`config.mk`:
```
export PLATFORM = sky130hd
export DESIGN_NAME = mem_arbiter
export DESIGN_NICKNAME = d
export VERILOG_FILES = /design/src/rtl/mem_arbiter.sv
export SDC_FILE = /design/constraint.sdc
export NUM_CORES = 1
export LEC_CHECK = 0
export CORE_MARGIN = 3
export CORE_UTILIZATION = 40
export DETAILED_ROUTE_END_ITERATION = 10
export GPL_TIMING_DRIVEN = 0
export PLACE_DENSITY = 0.87
export SETUP_SLACK_MARGIN = 0.1
export SYNTH_ARGS = -nofsm -noshare
export SYNTH_HDL_FRONTEND = slang
export SYNTH_SLANG_ARGS = --single-unit
```
`constraint.sdc`:
```
create_clock -name clk -period 4.3 [get_ports clk]
set_input_delay 0.86 -clock clk [delete_from_list [all_inputs] [get_ports clk]]
set_output_delay 0.86 -clock clk [all_outputs]
set_load 0.02 [all_outputs]
```
`src/rtl/mem_arbiter.sv`:
```
// Two-port (core / program loader) arbiter in front of a single-port memory.
// One transaction in flight at a time: IDLE -> ACCESS -> WAIT x MEM_LAT -> RESP.
// Contention is resolved round robin; ldr_lock masks new core grants.
module mem_arbiter #(
    parameter int DATA_W  = 32,
    parameter int ADDR_W  = 32,
    parameter int MEM_LAT = 2
) (
    input  logic              clk,
    input  logic              reset,
    input  logic              core_req,
    input  logic              core_we,
    input  logic [ADDR_W-1:0] core_addr,
    input  logic [DATA_W-1:0] core_wdata,
    input  logic              ldr_req,
    input  logic              ldr_we,
    input  logic [ADDR_W-1:0] ldr_addr,
    input  logic [DATA_W-1:0] ldr_wdata,
    input  logic              ldr_lock,
    output logic              core_ack,
    output logic              ldr_ack,
    output logic [DATA_W-1:0] rdata,
    output logic              core_stall,
    output logic              mem_en,
    output logic              mem_we,
    output logic [ADDR_W-1:0] mem_addr,
    output logic [DATA_W-1:0] mem_wdata,
    input  logic [DATA_W-1:0] mem_rdata,
    output logic              busy,
    output logic              grant_id,
    output logic [1:0]        state_out
);

    typedef enum logic [1:0] {
        IDLE   = 2'd0,
        ACCESS = 2'd1,
        WAIT   = 2'd2,
        RESP   = 2'd3
    } state_t;

    // WAIT spans MEM_LAT cycles: load MEM_LAT-1 and leave when the count hits zero.
    localparam logic [3:0] CNT_INIT = 4'(MEM_LAT - 1);

    state_t            state;
    logic              pri;       // 0 = core wins a tie, 1 = loader wins a tie
    logic              gnt;
    logic              lat_we;
    logic [ADDR_W-1:0] lat_addr;
    logic [DATA_W-1:0] lat_wdata;
    logic [3:0]        cnt;
    logic [DATA_W-1:0] rdata_q;
    logic              core_ack_q;
    logic              ldr_ack_q;
    logic              mem_en_q;
    logic              mem_we_q;

    logic              core_elig;
    logic              ldr_elig;
    logic              pick_ldr;
    logic              sel_we;
    logic [ADDR_W-1:0] sel_addr;
    logic [DATA_W-1:0] sel_wdata;

    // Arbitration: lock only gates the core; a tie goes to the port pri points at.
    assign core_elig = core_req & ~ldr_lock;
    assign ldr_elig  = ldr_req;
    assign pick_ldr  = ldr_elig & (~core_elig | pri);
    assign sel_we    = pick_ldr ? ldr_we    : core_we;
    assign sel_addr  = pick_ldr ? ldr_addr  : core_addr;
    assign sel_wdata = pick_ldr ? ldr_wdata : core_wdata;

    // Transaction FSM; command and ack outputs are registered with the state.
    always_ff @(posedge clk) begin
        if (reset) begin
            state      <= IDLE;
            pri        <= 1'b0;
            gnt        <= 1'b0;
            lat_we     <= 1'b0;
            lat_addr   <= '0;
            lat_wdata  <= '0;
            cnt        <= 4'd0;
            rdata_q    <= '0;
            core_ack_q <= 1'b0;
            ldr_ack_q  <= 1'b0;
            mem_en_q   <= 1'b0;
            mem_we_q   <= 1'b0;
        end else begin
            core_ack_q <= 1'b0;
            ldr_ack_q  <= 1'b0;
            mem_en_q   <= 1'b0;
            mem_we_q   <= 1'b0;
            case (state)
                IDLE: begin
                    if (core_elig || ldr_elig) begin
                        gnt       <= pick_ldr;
                        pri       <= ~pick_ldr;
                        lat_we    <= sel_we;
                        lat_addr  <= sel_addr;
                        lat_wdata <= sel_wdata;
                        mem_en_q  <= 1'b1;
                        mem_we_q  <= sel_we;
                        state     <= ACCESS;
                    end
                end
                ACCESS: begin
                    cnt   <= CNT_INIT;
                    state <= WAIT;
                end
                WAIT: begin
                    if (cnt == 4'd0) begin
                        if (!lat_we) rdata_q <= mem_rdata;
                        core_ack_q <= ~gnt;
                        ldr_ack_q  <= gnt;
                        state      <= RESP;
                    end else begin
                        cnt <= cnt - 4'd1;
                    end
                end
                RESP: state <= IDLE;
                default: state <= IDLE;
            endcase
        end
    end

    assign core_ack   = core_ack_q;
    assign ldr_ack    = ldr_ack_q;
    assign rdata      = rdata_q;
    assign core_stall = core_req & ~core_ack_q;
    assign mem_en     = mem_en_q;
    assign mem_we     = mem_we_q;
    assign mem_addr   = lat_addr;
    assign mem_wdata  = lat_wdata;
    assign busy       = (state != IDLE);
    assign grant_id   = gnt;
    assign state_out  = state;

endmodule

```
==> flow_summary.toml, run 1 <==
[clocking]
cts_tree = "done"
htreeDepth = 3
clkLatencyLatePin_ns = 0.36
post_cts_buffers = 0
cts_max_path_buffers = 2
clkSinkCount = 109
cts_buffers = 9
holdBufCountCts = 0
cts_resized = 0
cts.clk_slew.worst_paths_ns = 0.09
clockRootBuffer = "clkbuf_8"

[logic_synthesis]
synth_top_family_by_area = "compound AO/OA/AOI/OAI gates"
yosys_most_used_dff = "dfxtp_1"
synth.mux.area_fraction = 0.00813
async_flop_share = 0
synthMostInstantiatedCell = "nand2_1"
synthXorXnorAreaFrac = 0.00406
synth_seq_cells = 109
syn_area_sq_mm = 0.00431
synth_cell_types = 32
yosys.area.top_type = "dfxtp_1"
yosys.area_share.simple = 0.157
synth_compound_area_frac = 0.259
syn-instance-count = 494
synth_commonest_cells = "nand2_1, dfxtp_1, a21oi_1"
avgSynthCellArea_sq_um = 8.73
synth_fa_ha_area_frac = 0.0116
netlist_top_cells_area = "dfxtp_1, a21oi_1, nand2_1"
synth_seq_area_share = 0.506
synth_top_cell_area_share = 0.506
synthesis.nets = 665
yosysWarnings = 0
synth_enable_flop_cells = 0

[worst_setup_path]
cpPeakStageDelay_ns = 0.61
reg2reg_to = "mem_addr[25]"
rrSetupSlack_ns = 2.19
startpoint_type = "primary input"
end_kind = "output port"
r2r_cells = 7
cp_data_required_time_ns = 3.44
cpMostUsedCell = "clkdlybuf4s50_1"
cp_max_fo = 4
arrival_ns = 2.15
crit_path_cell_trace = "clkdlybuf4s50_1, nor2b_1, clkdlybuf4s50_1"
r2r_start = "state_out[0]"
crit_type = "primary input to output port"
crit_slowest_cell = "clkdlybuf4s50_1"

[layout]
nets = 946
drive_gt1_frac = 0.0769
antenna_cells = 0
final_cells = 916
synthToLayoutAreaGrowth_pct = 70.8
nFillCells = 828

[min_path]
min_from = "mem_addr[25]"
hold_path.class = "flop to flop"
holdPathStages = 2
min_to = "mem_addr[25]"

[placement]
gp_congestion = 0.862
dp_hpwl_mm = 12.5
place_inst = 900
numPortBuffers = 270
dp_slack_ns = 1.29

[die]
fp.dieArea_sq_mm = 0.0121
die_h_microns = 110
start_util = 0.414
rows = 37
die_x_microns = 110
core-area_sq_mm = 0.0104
pin_count = 272

[sta]
slew_violations = 0
hold_viol_final = 0
relSlewSlack = 0.553
fmax_ghz = 0.332
setup_ws_ns = 1.29
tightest_slew_ns = 0.671
setup_viol = 0
final.period_utilization = 0.700
rsz0062_at_grt = "no"
finalClockSkew_ns = 0.0110
finalCriticalPeriod_ns = 3.01
setup_tns_ns = 0

[route]
drcViolationCount = 0
wl_per_cell_microns = 17.0
ant_nets = 0
vias = 4724
routed_wl_mm = 15.6
viasPerCell = 5.16
first_iter_violations = 265
dr.pass1.iters = 5

[global_route]
track_usage = 0.248
gr-total-overflow = 0
antenna_found_initial = 0
grt_pass1_vias = 4759
grt_pass1_wl_mm = 23.2
grt_max_degree = 20

[run]
cap_violations = 0

[run_status]
status = "complete, no violations"

[power_and_ir_drop]
p_leak_nw = 2.60
fin_total_pwr_mw = 3.69
peakVddDrop_mv = 0.267
powerDensity_mw_per_mm2 = 502
[worst max-delay path, delay by kind of cell]
kind                   cells  cell delay [ns]
AND/OR/NAND/NOR            1             0.15
buffers and inverters      2             1.14
[power breakdown]
part / switching [mW] / internal, mW
sequential: 0.118 / 1.22
combinational: 0.975 / 0.805
clock: 0.358 / 0.218
[per-layer routing]
metal	part of all wire	vias up	global-route usage
met3	0.11	33	0.0992
li1	-	2271	-
met5	0	-	0
met4	0.032	0	0.0980
met1	0.33	2177	0.234
met2	0.53	243	0.472
[flip-flops by register name, summed over array words and instances (netlist names)]
name       cells
cnt            4
core_ack       1
grant_id       1
lat_we         1
ldr_ack        1
mem_addr      32
mem_en         1
mem_wdata     32
mem_we         1
pri            1
rdata         32
state_out      2
[stage by stage]
step,utilization,hold WS [ns],instance area [sq um]
floorplan,-,0.438,4310
global placement,0.690,0.438,7180
detailed placement,0.690,0.444,7180
CTS,0.707,0.459,7360
global route,0.707,0.474,7360
finish,0.707,0.458,7360
[worst max path at each step]
stage | startpoint | end | slack, ns | depth (start not counted)
CTS | core_req | core_stall | 1.28 | 3
global placement | core_req | core_stall | 1.29 | 3
detailed placement | core_req | core_stall | 1.29 | 3
global route | core_req | core_stall | 1.22 | 3
finish | core_req | core_stall | 1.29 | 3
floorplan | core_req | core_stall | 2.25 | 1
[cell usage in the layout (no fill, tap or decap), types with 2 or more instances in the layout]
cell and n:
clkdlybuf4s50_1 270, nand2_1 132, dfxtp_1 109, a21oi_1 99
a22oi_1 44, a22oi_2 20, clkbuf_1 18, buf_2 12
nor2_1 12, clkbuf_8 9, inv_1 6, buf_6 6
ha_1 4, nand2b_1 3, nor3_1 3, clkinvlp_4 3
or3b_1 2, nand3b_1 2, buf_1 2, nand3_1 2
xor2_1 2, a211oi_1 2, mux2i_1 2, inv_6 2
[kinds of logic (layout without fill, tap and decap cells)]
| logic type | count (synthesis) | count (layout) |
|---|---|---|
| xor+xnor | 2 | 2 |
| compound gates | 168 | 168 |
| flops | 109 | 109 |
| buf+inv | 45 | 331 |
| mux | 3 | 3 |
| fa+ha+maj | 4 | 4 |
| simple gates | 163 | 163 |
[area by class of cell]
cell class / count / area, sq um / share of cell area
plain buffers: 39 / 210 / 0.0285
clock buffers: 9 / 124 / 0.0168
clock inverters: 7 / 56.3 / 0.00765
inverters: 6 / 22.5 / 0.00306
multi-input cells: 340 / 1900 / 0.257
flip-flops and latches: 109 / 2180 / 0.296
well taps: 136 / 170 / 0.0231
repair buffers: 270 / 2700 / 0.367
Note: power is estimated with default switching activity, not from simulation.
==> run 2: changes to the inputs <==
CORE_UTILIZATION = 37   (was 40)
PLACE_DENSITY = 0.81   (was 0.87)
clock period = 2.9 ns   (was 4.3 ns; I/O delays follow)
==> run 2 against run 1 <==
Against the previous run: clock power rose by 120%; critical path depth did not move; utilization fell by 3.3 points; global-route usage fell by 0.91 points; critical path type unchanged; largest cell class unchanged.
==> flow_summary.toml, run 2 (same netlist as run 1, synthesis figures left out) <==
[run_status]
status = "complete, no violations"

[global_route]
antenna_found_initial = 1
grt_pass1_vias = 4828
grt_pass1_wl_mm = 24.6
gr-total-overflow = 0
grt_max_degree = 18
track_usage = 0.239

[clocking]
cts_tree = "done"
cts_resized = 0
holdBufCountCts = 0
htreeDepth = 3
cts_max_path_buffers = 2
clkLatencyLatePin_ns = 0.33
cts.clk_slew.worst_paths_ns = 0.07
clkSinkCount = 109
post_cts_buffers = 0
cts_buffers = 9
clockRootBuffer = "clkbuf_16"

[worst_setup_path]
crit_path_cell_trace = "clkdlybuf4s50_1, nor2b_1, clkdlybuf4s50_1"
crit_slowest_cell = "clkdlybuf4s50_1"
rrSetupSlack_ns = 0.71
path_depth = 3
arrival_ns = 1.87
worst-path-buf-inv = 2
cpMostUsedCell = "clkdlybuf4s50_1"
r2r_cells = 7
cp_top_family = "buffers and inverters"
startpoint_type = "primary input"
cp_max_fo = 4
cpPeakStageDelay_ns = 0.61
crit_type = "primary input to output port"
cp_data_required_time_ns = 2.32
end_kind = "output port"

[die]
start_util = 0.387
fp.dieArea_sq_mm = 0.0130
die_h_microns = 114
die_x_microns = 114
rows = 38
pin_count = 272
core-area_sq_mm = 0.0111

[sta]
tightest_slew_ns = 0.702
rsz0062_at_grt = "no"
finalCriticalPeriod_ns = 2.45
slew_violations = 0
fmax_ghz = 0.408
final.period_utilization = 0.844
hold_viol_final = 0
setup_tns_ns = 0
finalClockSkew_ns = 0.00870
relSlewSlack = 0.532
setup_viol = 0

[route]
vias = 4711
viasPerCell = 5.12
first_iter_violations = 330
dr.pass1.iters = 5
ant_nets = 0
wl_per_cell_microns = 17.4
drcViolationCount = 0
routed_wl_mm = 16.0

[min_path]
holdPathStages = 2
hold_path.class = "flop to flop"

[placement]
numPortBuffers = 270
place_area_sq_mm = 0.00719
place_inst = 904
dp_hpwl_mm = 12.6
gp_congestion = 0.892

[layout]
synthToLayoutAreaGrowth_pct = 74.0
nets = 946
final_cell_area_sq_mm = 0.00750
final_cells = 920
layout_commonest_cell = "clkdlybuf4s50_1"
antenna_cells = 0
final_util = 0.674
drive_gt1_frac = 0.0756
mostFrequentLayoutCells = "clkdlybuf4s50_1, nand2_1, dfxtp_1, a21oi_1, a22oi_1"

[run]
cap_violations = 0

[power_and_ir_drop]
p_leak_nw = 2.67
peakVddDrop_mv = 0.465
fin_total_pwr_mw = 5.89
powerDensity_mw_per_mm2 = 786
## run 2: cell types whose count changed in the layout (fill, tap and decap cells not counted), sizes merged
cell | before | now
clkbuf | 27 | 30
clkinvlp | 3 | 1
inv | 9 | 7
bufinv | 0 | 1
## run 2: worst paths after layout
| kind | from | end |
|---|---|---|
| worst min register to register | mem_addr[21] | mem_addr[21] |
| worst max register to register | state_out[0] | mem_addr[25] |
| worst max-delay path | core_req | core_stall |
| worst min-delay path | mem_addr[21] | mem_addr[21] |
## run 2: routing by layer
metal / up-vias / GRT usage / wire length [microns]
met5: - / 0 / 13
met4: 2 / 0.0926 / 504
met3: 36 / 0.0589 / 1400
met2: 236 / 0.429 / 8160
met1: 2160 / 0.271 / 5940
li1: 2277 / - / -
## run 2: metrics by stage
| step | hold WS (ns) | worst slack (ns) |
|---|---|---|
| 2_1_floorplan | 0.438 | 1.06 |
| 3_3_place_gp | 0.438 | 0.243 |
| 3_5_place_dp | 0.444 | 0.215 |
| 4_1_cts | 0.454 | 0.445 |
| 5_1_grt | 0.470 | 0.402 |
| 6_report | 0.449 | 0.452 |
## run 2: power breakdown
part	internal [mW]	switching, mW
Sequential	1.81	0.172
Clock	0.723	0.546
Combinational	1.20	1.45
Total	3.73	2.17
## run 2: tightest hold or removal path, delay by kind of cell, from the launching register on
kind	cells	cell delay, ns
flops	1	0.31
simple gates	1	0.05
compound gates	1	0.05
## run 2: layout make-up
cell class              count  area, sq um
well taps                 140          175
plain buffers              39          210
clock inverters             4         55.1
fillers                   912         3630
multi-input cells         340         1900
clock buffers              12          256
flip-flops and latches    109         2180
inverters                   6         22.5
repair buffers            270         2700
